===== config.mk =====
export PLATFORM = sky130hd
export DESIGN_NAME = cache_mem_ctrl
export DESIGN_NICKNAME = d
export VERILOG_FILES = /design/src/rtl/cache_mem_ctrl.sv
export SDC_FILE = /design/constraint.sdc
export NUM_CORES = 1
export LEC_CHECK = 0
export ABC_AREA = 0
export BUFFER_PORTS_ARGS = -buffer_cell sky130_fd_sc_hd__clkbuf_2
export CORE_AREA = 2 2 104 106
export DETAILED_ROUTE_END_ITERATION = 8
export DIE_AREA = 0 0 106 108
export HOLD_SLACK_MARGIN = 0.06
export PLACE_DENSITY_LB_ADDON = 0.25
export SYNTH_ARGS = -nofsm -noshare
export SYNTH_HDL_FRONTEND = slang
export SYNTH_SLANG_ARGS = --single-unit

===== constraint.sdc =====
create_clock -name CLK -period 2.1 [get_ports CLK]
set_input_delay 0.105 -clock CLK [delete_from_list [all_inputs] [get_ports CLK]]
set_output_delay 0.105 -clock CLK [all_outputs]
set_load 0.05 [all_outputs]

===== src/rtl/cache_mem_ctrl.sv =====
// -----------------------------------------------------------------------------
// cache_mem_ctrl
// Memory-side responder for the caches request bus. It takes instruction reads
// (iREN/iaddr) and data reads/writes (dREN/dWEN/daddr/dstore) and arbitrates
// them onto one single-ported RAM. A request completes when iwait or dwait
// drops to 0 for exactly one cycle, and the load data is valid in that cycle.
//
// Ports
//   CLK, nRST          clock and synchronous active-low reset
//   iREN, iaddr        instruction read request (level) and address
//   dREN, dWEN         data read / write request (level); a write wins over a read
//   daddr, dstore      data address and write data
//   iwait, dwait       0 only in the completion cycle of that side
//   iload, dload       read data, held between completions
//   ramREN, ramWEN     RAM read / write strobes
//   ramaddr, ramstore  RAM address and write data
//   ramload, ram_ready RAM read data and access-done indication
//   timeout_err        one-cycle pulse when an access is force-completed
//   icount, dcount     completion counters (only with ACCESS_COUNT_EN)
//
// Optional feature: define ACCESS_COUNT_EN to add the icount/dcount outputs.
// With the macro undefined those ports and counters do not exist, and all other
// behaviour is the same.
//
// Parameters
//   ADDR_W   address width
//   DATA_W   data width (a multiple of 32)
//   TIMEOUT  number of access cycles without ram_ready before a forced
//            completion; 0 disables the timeout
// -----------------------------------------------------------------------------
module cache_mem_ctrl #(
  parameter int ADDR_W  = 32,
  parameter int DATA_W  = 32,
  parameter int TIMEOUT = 255
) (
  input  logic              CLK,
  input  logic              nRST,
  input  logic              iREN,
  input  logic [ADDR_W-1:0] iaddr,
  input  logic              dREN,
  input  logic              dWEN,
  input  logic [ADDR_W-1:0] daddr,
  input  logic [DATA_W-1:0] dstore,
  output logic              iwait,
  output logic              dwait,
  output logic [DATA_W-1:0] iload,
  output logic [DATA_W-1:0] dload,
  output logic              ramREN,
  output logic              ramWEN,
  output logic [ADDR_W-1:0] ramaddr,
  output logic [DATA_W-1:0] ramstore,
  input  logic [DATA_W-1:0] ramload,
  input  logic              ram_ready,
`ifdef ACCESS_COUNT_EN
  output logic [31:0]       icount,
  output logic [31:0]       dcount,
`endif
  output logic              timeout_err
);

  typedef enum logic [1:0] {
    IDLE = 2'd0,
    IACC = 2'd1,
    DACC = 2'd2
  } state_t;

  // The counter only needs to reach TIMEOUT-1.
  localparam int                 TCNT_W   = (TIMEOUT > 1) ? $clog2(TIMEOUT) : 1;
  localparam int                 TLIM     = (TIMEOUT > 0) ? (TIMEOUT - 1) : 0;
  localparam logic [TCNT_W-1:0]  TLIM_V   = TCNT_W'(TLIM);
  localparam logic [DATA_W-1:0]  BAD_WORD = {(DATA_W/32){32'hBAD1BAD1}};

  state_t              state_r;
  state_t              state_next_s;
  logic                last_d_r;
  logic [TCNT_W-1:0]   tcnt_r;
  logic [DATA_W-1:0]   iload_r;
  logic [DATA_W-1:0]   dload_r;

  logic                dreq_s;
  logic                active_s;
  logic                hit_limit_s;
  logic                done_ok_s;
  logic                done_to_s;
  logic                i_done_s;
  logic                d_done_s;
  logic                d_load_upd_s;
  logic [DATA_W-1:0]   ret_data_s;

  assign dreq_s = dREN | dWEN;

  // Completion qualifiers: the granted requester must still be asserting, and
  // reset being held this cycle aborts the access with no completion.
  always_comb begin
    active_s = 1'b0;
    if (!nRST) begin
      active_s = 1'b0;
    end else if (state_r == IACC) begin
      active_s = iREN;
    end else if (state_r == DACC) begin
      active_s = dreq_s;
    end else begin
      active_s = 1'b0;
    end
  end

  assign hit_limit_s  = (TIMEOUT != 0) && (tcnt_r == TLIM_V);
  // A ready in the timeout cycle is a normal completion.
  assign done_ok_s    = active_s && ram_ready;
  assign done_to_s    = active_s && !ram_ready && hit_limit_s;
  assign i_done_s     = (done_ok_s || done_to_s) && (state_r == IACC);
  assign d_done_s     = (done_ok_s || done_to_s) && (state_r == DACC);
  // Normal write completions leave dload alone; forced completions always return the error pattern.
  assign d_load_upd_s = d_done_s && (done_to_s || !dWEN);
  assign ret_data_s   = done_to_s ? BAD_WORD : ramload;

  // State register.
  always_ff @(posedge CLK) begin
    if (!nRST) begin
      state_r <= IDLE;
    end else begin
      state_r <= state_next_s;
    end
  end

  // Next-state logic: the grant is decided in IDLE and registered, and every access returns to IDLE.
  always_comb begin
    state_next_s = state_r;
    case (state_r)
      IDLE: begin
        // After a data completion a waiting instruction read gets the next grant.
        if (dreq_s && !(last_d_r && iREN)) begin
          state_next_s = DACC;
        end else if (iREN) begin
          state_next_s = IACC;
        end else begin
          state_next_s = IDLE;
        end
      end
      IACC: begin
        if (!iREN || i_done_s) begin
          state_next_s = IDLE;
        end else begin
          state_next_s = IACC;
        end
      end
      DACC: begin
        if (!dreq_s || d_done_s) begin
          state_next_s = IDLE;
        end else begin
          state_next_s = DACC;
        end
      end
      default: begin
        state_next_s = IDLE;
      end
    endcase
  end

  // Output decode: the RAM strobes follow the state, and the waits/loads/error respond within the cycle.
  always_comb begin
    ramREN      = 1'b0;
    ramWEN      = 1'b0;
    ramaddr     = {ADDR_W{1'b0}};
    ramstore    = {DATA_W{1'b0}};
    iwait       = !i_done_s;
    dwait       = !d_done_s;
    timeout_err = done_to_s;
    iload       = iload_r;
    dload       = dload_r;
    case (state_r)
      IACC: begin
        ramREN  = 1'b1;
        ramaddr = iaddr;
      end
      DACC: begin
        ramaddr = daddr;
        // The live dWEN picks the strobe, so a switch from write to read re-decodes it.
        if (dWEN) begin
          ramWEN   = 1'b1;
          ramstore = dstore;
        end else begin
          ramREN = 1'b1;
        end
      end
      default: begin
        ramREN  = 1'b0;
        ramWEN  = 1'b0;
      end
    endcase
    if (i_done_s) begin
      iload = ret_data_s;
    end else begin
      iload = iload_r;
    end
    if (d_load_upd_s) begin
      dload = ret_data_s;
    end else begin
      dload = dload_r;
    end
  end

  // Held load data, fairness flag and timeout counter.
  always_ff @(posedge CLK) begin
    if (!nRST) begin
      iload_r  <= {DATA_W{1'b0}};
      dload_r  <= {DATA_W{1'b0}};
      last_d_r <= 1'b0;
      tcnt_r   <= {TCNT_W{1'b0}};
    end else begin
      if (i_done_s) begin
        iload_r <= ret_data_s;
      end
      if (d_load_upd_s) begin
        dload_r <= ret_data_s;
      end
      if (i_done_s || d_done_s) begin
        last_d_r <= (state_r == DACC);
      end
      // The counter runs only while a live access waits. It clears on completion, withdrawal and in IDLE.
      if (!active_s || i_done_s || d_done_s) begin
        tcnt_r <= {TCNT_W{1'b0}};
      end else begin
        tcnt_r <= tcnt_r + TCNT_W'(1);
      end
    end
  end

`ifdef ACCESS_COUNT_EN
  logic [31:0] icount_r;
  logic [31:0] dcount_r;

  // Completion counters, including timeouts. They wrap naturally at 32 bits.
  always_ff @(posedge CLK) begin
    if (!nRST) begin
      icount_r <= 32'd0;
      dcount_r <= 32'd0;
    end else begin
      if (i_done_s) begin
        icount_r <= icount_r + 32'd1;
      end
      if (d_done_s) begin
        dcount_r <= dcount_r + 32'd1;
      end
    end
  end

  assign icount = icount_r;
  assign dcount = dcount_r;
`endif

endmodule


Word-level counts from Yosys, hierarchy flattened
Cells that the tools add are included.
{ "totals": {"ramBits": 0, "inputBits": 134, "romBits": 0, "ff_bits": 75, "latch_bits": 0, "out_inout_bits": 133, "mem_count": 0, "word_cells": 54} }
{ "op_classes": {"n_lt_le_gt_ge": 0, "addsub": 1, "mul": 0, "n_eq_ne": 3, "n_bitwise": 2, "mux": 18, "n_shift": 0, "div": 0, "reduce_logical": 25} }
{ "op_table": {"columns": ["cell", "n"], "rows": [
  ["$mux 32", 5],
  ["$pmux 32 s2", 1],
  ["$add 8x1->8 const B", 1],
  ["$eq 8x8->1 const B", 1],
  ["$logic_and 1x1->1", 8],
  ["$logic_not 1->1", 8],
  ["$mux 1", 8],
  ["$logic_or 1x1->1", 7],
  ["$pmux 2 s3", 1],
  ["$mux 2", 2],
  ["$eq 2x1->1 const B", 1],
  ["$eq 2x2->1 const B", 1],
  ["$logic_not 2->1", 1],
  ["$pmux 1 s2", 1],
  ["$reduce_or 2->1", 1],
  ["$not 1->1", 1],
  ["$or 1x1->1", 1]
]} }

Depth between registers and ports, before layout
Gate-level depths: netlist of the first run.
{ "depth": {"ltp_word": 11, "ltp_mapped": 9, "depth_no_buf": 7} }

Least setup slack after synthesis of the first run
No wires, ideal clock.
{ "synth_timing": {"kind": "register to output", "startpoint": "register state_r[0]", "endpoint": "output port timeout_err", "path_buffers": 1, "arrival_ns": 2.137, "required_time_ns": 1.995, "path_stages_with_launch": 8, "setup_slack_ns": -0.142, "path_cell_list": "dfxtp_1 inv_1 ha_1 buf_2 o21ai_0 o21ai_2 nand2_1 nor3_1"} }
{ "synth_between": {"elab_chain_cells": 6, "word_cells_on_any_way": 7, "classes_between": "2 x eq/ne; 3 x mux; 2 x reduce/logical"} }
{ "synth_rtl": {"columns": ["item", "line", "text"], "rows": [
  ["start, declared", "73", "state_t state_r;"],
  ["start signal, assigned", "122", "state_r <= state_next_s;"],
  ["$eq 2x2->1", "100", "end else if (state_r == DACC) begin"],
  ["$mux 1", "100", null],
  ["$mux 1 (*)", "98", "end else if (state_r == IACC) begin"],
  ["$mux 1 (*)", "96", "if (!nRST) begin"],
  ["$logic_and 1x1->1 (*) (2 in series)", "110", "assign done_to_s = active_s && !ram_ready && hit_limit_s;"],
  ["end, declared", "58", "output logic timeout_err"]
]} }
Every way passes the cells marked *; elsewhere a longest branch is shown, timed or not.

Worst setup path in the final report of the first run
{ "layout_timing": {"startpoint": "register state_r[1]", "endpoint": "output port dload[13]"} }
{ "layout_between": {"elab_chain_cells": 10, "word_cells_on_any_way": 14, "classes_between": "2 x eq/ne; 5 x mux; 7 x reduce/logical"} }
{ "layout_rtl": {"columns": ["item", "line", "text"], "rows": [
  ["$eq 2x2->1", "100, 112", null],
  ["$mux 1", "100", null],
  ["$mux 1", "98", null],
  ["$mux 1", "96", null],
  ["$logic_and 1x1->1 (2 in series)", "110", null],
  ["$logic_or 1x1->1", "112", "assign d_done_s = (done_ok_s || done_to_s) && (state_r == DACC);"],
  ["$logic_and 1x1->1", "112", null],
  ["$logic_and 1x1->1", "114", "assign d_load_upd_s = d_done_s && (done_to_s || !dWEN);"],
  ["$mux 32 (*)", "196", "if (d_load_upd_s) begin"],
  ["end, declared", "47", "output logic [DATA_W-1:0] dload,"]
]} }
Marked as above.

==> qor.csv, run 1 <==
metric,value,unit
status,finished with violations,
violations,negative setup slack,
grt-ovfl-total,0,
min-delay-path-class,in2reg,
final_hold_viol_count,0,
rr_endpoint,iload_r[26],
crit_buf_inv,5,
hpwl,9930,um
synthTopCellsByArea,"dfxtp_1 (37%), o221a_2 (9.9%), o22a_1 (7.7%), a32o_1 (6.8%), a22o_1 (6.0%)",
path_max_fanout,9,
core-area,10200,sq um
clk_latency,0.35,ns
rr_startpoint,tcnt_r[1],
place_ws,0.112,ns
place_congestion,0.823,
vias_per_cell,5.79,
skew,0.0136,ns
pin_count,267,
clkSinkCount,75,
worst_slack,-0.0826,ns
synth_cell_types,40,
drtIter0Drc,313,
grt_max_degree,45,
max-slew-margin-rel,69.7,%
crit_path_end_kind,output pin,
nets,848,
grt_pass1_wl,24400,um
die-area,11400,sq um
yosys_warnings,0,
worstMarginPinSlew,0.454,ns
drive_above_1_share,56.6,%
wl,16600,um
rsz0062_at_grt,yes,
fin_hold_ws,0.0714,ns
leakage,3.43,nW
timing.final.crit_share,104,%
synth_top_area_cell,dfxtp_1,
syn_area_per_cell,9.72,sq um
power_density,588,nW/um^2
io_buffers,266,
synthToLayoutAreaGrowth,82.6,%
cts_tree,yes,
die_x,106,um
routedWlPerCell,19.6,um
slowest_delay,0.39,ns
worstRegToRegCells,9,
crit_family,buffers and inverters,
regArea,1510,sq um
crit_type,reg2out,
crit_path_cell_trace,inv_4 -> ha_4 -> o21ai_4 -> buf_6 -> nand4_4 -> buf_6 -> buf_12 -> o22a_1 -> buf_8,
reg2reg_slack,0.04,ns
path_clk_slew,0.09,ns
final_cell_mix,"clkbuf_2 (174), dfxtp_1 (70), buf_8 (66), o22a_1 (36), o221a_2 (36)",
multi_input_area,2540,sq um
min_period,2.18,ns
drcViolationCount,0,
placed_area,5770,sq um
cts_buffers,9,
synth_cells,421,
cap_violations,0,
start_util,40.0,%
htreeDepth,3,
crit_path_start_kind,flop,
cts_root_buffer,clkbuf_8,
timing.fmax,458,MHz
setup_viol,47,
yosysTopAreaCellShare,36.7,%
final_common_cell,clkbuf_2,
syn_nets,561,
synth_seq_cells,75,
gr-usage-all-layers,26.6,%
grt_pass1_vias,4703,
antenna_found_initial,0,
hp-start,ramload[11],
min_to,iload_r[11],
vias,4910,
critPathArrivalTime,2.08,ns
fin_area,7470,sq um
drv_slew,0,
die_h,108,um
slowest_stage,dfxtp_4,
ir_drop,338,uV
clock_path_buffers,2,
ant_nets,0,
num_rows,37,
hold_path_depth,2,
ys_seq_area_share,36.7,%
fillCellCount,728,
crit_top_cell,buf_6,
required,2.00,ns
n_antenna_cell,0,
drtPass1Iterations,4,
netlist_area,4090,sq um
[worst register-to-register path: cells and delay by family, from the launching register on]
kind,cells,cell delay (ns)
AND/OR/NAND/NOR,2,0.33
buffers and inverters,4,0.59
AO/OA/AOI/OAI,2,0.55
flip-flops,1,0.37
adder cells (fa/ha/maj),1,0.13
[flip-flops by register name (all words and copies together) (netlist names)]
register,count
dload_r,32
iload_r,32
tcnt_r,8
state_r,2
last_d_r,1
[logic make-up after synthesis]
logic type	share of synthesized area [%]
compound gates	38.3
fa+ha+maj	1.83
xor+xnor	1.07
flops	36.7
simple gates	15.8
buf+inv	6.27
[synthesized netlist by cell type]
library cell,n
ha_1,6
nor3_1,2
o21a_1,1
buf_2,16
nand4b_1,2
nand2_1,6
a32o_1,28
nand4_1,1
buf_4,2
nand4_2,3
o221a_2,36
nor3b_1,1
nor2_1,12
xor2_1,2
o21ai_2,1
nor2b_1,33
o22ai_1,1
nor2_8,1
xnor2_1,3
buf_1,7
o2bb2ai_1,1
clkbuf_1,23
and2_1,1
buf_6,2
nand3_1,6
o21ai_0,5
o22a_1,36
o211ai_1,1
o21a_2,1
nand3b_1,1
nor2_2,1
a21oi_1,2
a22o_1,28
and4_1,2
and3_1,32
dfxtp_1,75
or3_1,1
a22oi_1,32
inv_1,6
inv_2,1
[metal layers]
metal	wire [um]	vias to the layer above	track usage (%)
li1	-	2265	-
met2	8830	211	47.2
met5	0	-	0
met4	534	0	11.4
met1	6180	2398	30.9
met3	1060	36	6.03
[per-stage QoR]
stage | util, % | instances | total power [W] | setup TNS, ns
5_1_grt | 73.1 | 848 | 0.00456 | -5.35
4_1_cts | 69.9 | 840 | 0.00433 | -3.21
2_1_floorplan | - | 421 | 0.00232 | 0
3_3_place_gp | 56.4 | 792 | 0.00272 | 0
3_5_place_dp | 56.4 | 792 | 0.00274 | 0
6_report | 73.1 | 848 | 0.00439 | -1.65
[how the worst max path moves through the flow]
stage	start	to	slack, ns	cells after the start
floorplan	state_r[0]	dload[18]	0.02	9
global placement	state_r[0]	dload[30]	0.17	8
detailed placement	state_r[1]	dload[16]	0.11	7
CTS	tcnt_r[0]	iload[14]	-0.1	9
global route	state_r[0]	dload[13]	-0.15	10
finish	state_r[1]	dload[13]	-0.08	9
[where the power goes]
| group | total (W) | internal (W) | switching [W] | leakage (nW) |
|---|---|---|---|---|
| clock network | 0.00147 | 0.000910 | 0.000556 | 0.130 |
| logic | 0.00145 | 0.000572 | 0.000882 | 2.69 |
| registers | 0.00147 | 0.00145 | 0.0000240 | 0.608 |
[cell type report]
cell class	count	area share, %
timing repair buffer	326	39.4
multi-input combinational	289	33.9
sequential	75	20.2
tap	136	2.28
clock inverter	6	1.84
clock buffer	9	1.66
inverter	7	0.636
[repair_timing]
item | CTS | global route
hold buffers | 14 | 0
resized for setup | 169 | 108
pin swaps | 14 | 23
setup buffers | 12 | 8
setup endpoints to repair | 98 | 106
hold endpoints to repair | 28 | 0
gates cloned | 7 | 1
Note: power is estimated with default switching activity, not from simulation.
==> run 2: changes to the inputs <==
--- a/config.mk
+++ b/config.mk
@@ -13,4 +13,5 @@
 export HOLD_SLACK_MARGIN = 0.06
 export PLACE_DENSITY_LB_ADDON = 0.25
+export SLEW_MARGIN = 20
 export SYNTH_ARGS = -nofsm -noshare
 export SYNTH_HDL_FRONTEND = slang
==> constraint.sdc (replaced) <==
create_clock -name CLK -period 2.1 [get_ports CLK]
set_input_delay 0.21 -clock CLK [delete_from_list [all_inputs] [get_ports CLK]]
set_output_delay 0.21 -clock CLK [all_outputs]
set_load 0.05 [all_outputs]
==> run 2 against run 1 <==
Utilization decreased by 3.0 points. The run still ends with negative setup slack left. Wire length fell by 4.5%. Final cell count decreased by 2.2%. Sequential share of layout area up 0.79 points. Count of clock-buffer cells in the layout increased by 2. Non-clock buffer count down 20.
==> qor.csv, run 2 (same netlist as run 1, synthesis figures left out) <==
metric,value,unit
status,finished with violations,
violations,negative setup slack,
critPathArrivalTime,2.05,ns
worst_slack,-0.164,ns
pin_count,267,
drtIter0Drc,361,
holdBufCountCts,0,
required,1.89,ns
synthToLayoutAreaGrowth,75.0,%
grt_pass1_vias,4659,
final_hold_viol_count,0,
reg2reg_slack,0.04,ns
crit_path_cell_trace,inv_2 -> ha_4 -> nand4b_1 -> o22ai_2 -> and4_4 -> buf_12 -> o22a_1 -> buf_8,
path_clk_slew,0.08,ns
clkSinkCount,75,
max-slew-margin-rel,70.9,%
rsz0062_at_grt,yes,
crit_path_start_kind,flop,
final_common_cell,clkbuf_2,
reg.largest.list,"dload_r x32, iload_r x32, tcnt_r x8",
setup_viol,66,
vias_per_cell,5.71,
drv_slew,0,
start_util,40.0,%
ir_drop,340,uV
grt_max_degree,69,
die-area,11400,sq um
crit_path_end_kind,output pin,
cts_buffers,9,
worstMarginPinSlew,0.436,ns
cts_tree,yes,
timing.fmax,442,MHz
fin_hold_ws,0.125,ns
final_util,70.0,%
slowest_delay,0.33,ns
fillCellCount,776,
wl,15900,um
drcViolationCount,0,
vias,4731,
routedWlPerCell,19.1,um
timing.final.crit_share,108,%
place_congestion,0.845,
htreeDepth,3,
gr-usage-all-layers,25.6,%
cap_violations,0,
drtPass1Iterations,5,
num_rows,37,
core-area,10200,sq um
ant_nets,0,
crit_buf_inv,3,
hpwl,10500,um
clock_path_buffers,2,
drive_above_1_share,59.2,%
die_h,108,um
path_max_fanout,8,
leakage,3.26,nW
slowest_stage,dfxtp_2,
min_period,2.26,ns
die_x,106,um
io_buffers,266,
power_density,583,nW/um^2
crit_family,simple AND/OR/NAND/NOR gates,
skew,0.00682,ns
clk_latency,0.34,ns
grt_pass1_wl,23600,um
grt-ovfl-total,0,
final_cell_mix,"clkbuf_2 (176), dfxtp_1 (71), buf_8 (50), o22a_1 (36), o221a_2 (36)",
min-delay-path-class,in2reg,
n_antenna_cell,0,
cts_root_buffer,clkbuf_8,
crit_type,reg2out,
nets,828,
antenna_found_initial,0,
## run 2: timing repair
item / in CTS / in global routing
buffers inserted: 3 / 9
gates resized for setup: 149 / 71
setup endpoints to repair: 93 / 79
pin swaps: 6 / 22
gates cloned: 3 / 3
## run 2: final cells by class
class / count / area, sq um / share of cell area [%]
clock buffer: 11 / 151 / 2.11
clock inverter: 5 / 75.1 / 1.05
inverter: 7 / 33.8 / 0.472
multi-input combinational: 289 / 2460 / 34.4
tap: 136 / 170 / 2.38
timing repair buffer: 306 / 2760 / 38.6
sequential: 75 / 1510 / 21.0
## run 2: routing by layer
layer  share of wire, %  vias to the layer above  track usage [%]  wire, um
met5                  0                        -                0         0
met2                 54                      199             48.2      8520
met1                 38                     2282             28.3      6020
met3                6.4                       27             4.82      1010
met4                1.9                        0             10.7       303
li1                   -                     2223                -         -
## run 2: worst register-to-register path: cells and delay by family, from the launching register on
family	cells	cell delay [ns]
AO/OA/AOI/OAI	2	0.31
AND/OR/NAND/NOR	2	0.33
buffers and inverters	6	0.75
flip-flops	1	0.37
adder cells (fa/ha/maj)	1	0.20
## run 2: final timing paths
kind | startpoint | to | depth (start not counted)
worst max-delay path | tcnt_r[0] | dload[15] | 8
worst min-delay path | ramload[24] | dload_r[24] | 2
worst max register to register | state_r[1] | dload_r[9] | 11
worst min register to register | last_d_r | last_d_r | 2
## run 2: through the flow
| stage | area [sq um] | power, W | setup slack (ns) | std cells | TNS, ns |
|---|---|---|---|---|---|
| 6_report | 7160 | 0.00417 | -0.164 | 829 | -6.73 |
| 5_1_grt | 7160 | 0.00433 | -0.272 | 829 | -13.47 |
| 4_1_cts | 6930 | 0.00413 | -0.221 | 817 | -12.25 |
| 3_5_place_dp | 5950 | 0.00280 | -0.0296 | 795 | -0.273 |
| 3_3_place_gp | 5950 | 0.00278 | 0.0521 | 795 | 0 |
| 2_1_floorplan | 4120 | 0.00232 | 0.0135 | 421 | 0 |
## run 2: report_power, final
group          internal [W]  leakage [nW]  switching (W)
registers           0.00145         0.607      0.0000198
clock network      0.000728         0.119       0.000527
logic              0.000570          2.53       0.000879
total               0.00275          3.26        0.00143
==> run 3: changes to the inputs <==
- PLACE_DENSITY_LB_ADDON: 0.25 -> 0.15
==> run 3 against run 2 <==
The flow still finishes with violations (negative setup slack). Die area did not move. Critical path depth is 1 higher. Power increased by 2.6%. Maximum frequency decreased by 2.3%. Critical endpoint is now dload[2]. Largest cell class unchanged. Largest power group is now combinational cells.
==> qor.csv, run 3 (same netlist as run 1, synthesis figures left out) <==
metric,value,unit
status,finished with violations,
violations,negative setup slack,
worstMarginPinSlew,0.645,ns
drive_above_1_share,64.2,%
vias,4847,
die-area,11400,sq um
routedWlPerCell,20.1,um
final_hold_viol_count,0,
drcViolationCount,0,
n_antenna_cell,0,
num_rows,37,
min-delay-path-class,in2reg,
start_util,40.0,%
drtPass1Iterations,5,
grt_max_degree,69,
seqPwrFrac,34.3,%
cts_root_buffer,clkbuf_8,
critPathArrivalTime,2.11,ns
crit_path_end_kind,output pin,
hpwl,9960,um
fillCellCount,665,
gr-usage-all-layers,25.5,%
clk_latency,0.35,ns
final_util,76.1,%
clock_path_buffers,2,
antenna_found_initial,0,
required,1.89,ns
regArea,1510,sq um
power_density,550,nW/um^2
grt-ovfl-total,0,
final_cell_mix,"clkbuf_2 (166), dfxtp_1 (72), buf_8 (46), o22a_1 (36), o221a_2 (36)",
pin_count,267,
leakage,3.49,nW
wl,16900,um
fin_hold_ws,0.131,ns
p_int,0.00279,W
crit_path_start_kind,flop,
die_x,106,um
path_max_fanout,7,
reg.largest.list,"dload_r x32, iload_r x32, tcnt_r x8",
cap_violations,0,
final_common_cell,clkbuf_2,
max-slew-margin-rel,57.0,%
rsz0062_at_grt,yes,
tns,-10.95,ns
multi_input_area,2690,sq um
timing.final.crit_share,110,%
swShare,34.8,%
path_clk_slew,0.08,ns
place_congestion,0.836,
place_ws,-0.00825,ns
netSwitchingPower,0.00149,W
cts_buffers,9,
grt_pass1_wl,22900,um
ant_nets,0,
nets,841,
crit_type,reg2out,
cts_tree,yes,
p_clk_share,27.4,%
final_cells,842,
core-area,10200,sq um
ir_drop,320,uV
setup_viol,65,
synthToLayoutAreaGrowth,90.2,%
die_h,108,um
io_buffers,266,
htreeDepth,3,
min_period,2.32,ns
grt_pass1_vias,4463,
reg2reg_slack,0.14,ns
dp_cells,796,
drv_slew,0,
skew,0.00835,ns
p_comb_share,38.3,%
timing.fmax,432,MHz
holdBufCountCts,0,
vias_per_cell,5.76,
clkSinkCount,75,
worst_slack,-0.217,ns
drtIter0Drc,316,
==> run 3: final cells by class <==
class / count / area share, %
clock buffer: 13 / 2.17
clock inverter: 3 / 0.579
inverter: 7 / 0.466
multi-input combinational: 289 / 34.5
sequential: 75 / 19.4
tap: 136 / 2.19
timing repair buffer: 319 / 40.7
==> run 3: power groups by stage <==
stage / registers (W) / logic, W / clock network [W]
global route: 0.00147 / 0.00171 / 0.00126
detailed placement: 0.00150 / 0.00133 / 0
floorplan: 0.00150 / 0.000828 / 0
CTS: 0.00147 / 0.00146 / 0.00119
global placement: 0.00150 / 0.00132 / 0
finish: 0.00147 / 0.00164 / 0.00117
==> run 3: layer usage <==
metal  track usage, %  up-vias  wire length [um]
met1             29.3     2335              6370
met2             46.8      231              9060
met4             9.30        0               443
met3             5.12       30              1030
li1                 -     2251                 -
met5                0        -                 0
==> run 3: metrics by stage <==
step                cell area [sq um]  total power (W)
global placement                 6070          0.00282
global route                     7780          0.00445
floorplan                        4120          0.00232
finish                           7780          0.00428
CTS                              7240          0.00413
detailed placement               6070          0.00283
==> run 3: critical path: stages (launching register included) <==
cell and delay (ns):
dfxtp_2 0.33, inv_2 0.04, ha_2 0.15, nand4b_1 0.18
o22ai_2 0.20, buf_4 0.15, nand4_4 0.12, clkbuf_16 0.21
a22o_1 0.21, buf_12 0.16
==> run 3: final timing paths <==
check | start | endpoint | cells after the start
max reg2reg | state_r[0] | dload_r[20] | 9
min reg2reg | last_d_r | last_d_r | 2
min | ramload[21] | iload_r[21] | 2
max | tcnt_r[0] | dload[2] | 9
==> run 3: what timing repair did <==
action,4_1_cts,5_1_grt
endpoints found under the hold margin,0,0
pin swaps,3,11
setup buffers,12,7
endpoints found under the setup margin,99,101
resized for setup,181,119
gates cloned,5,8
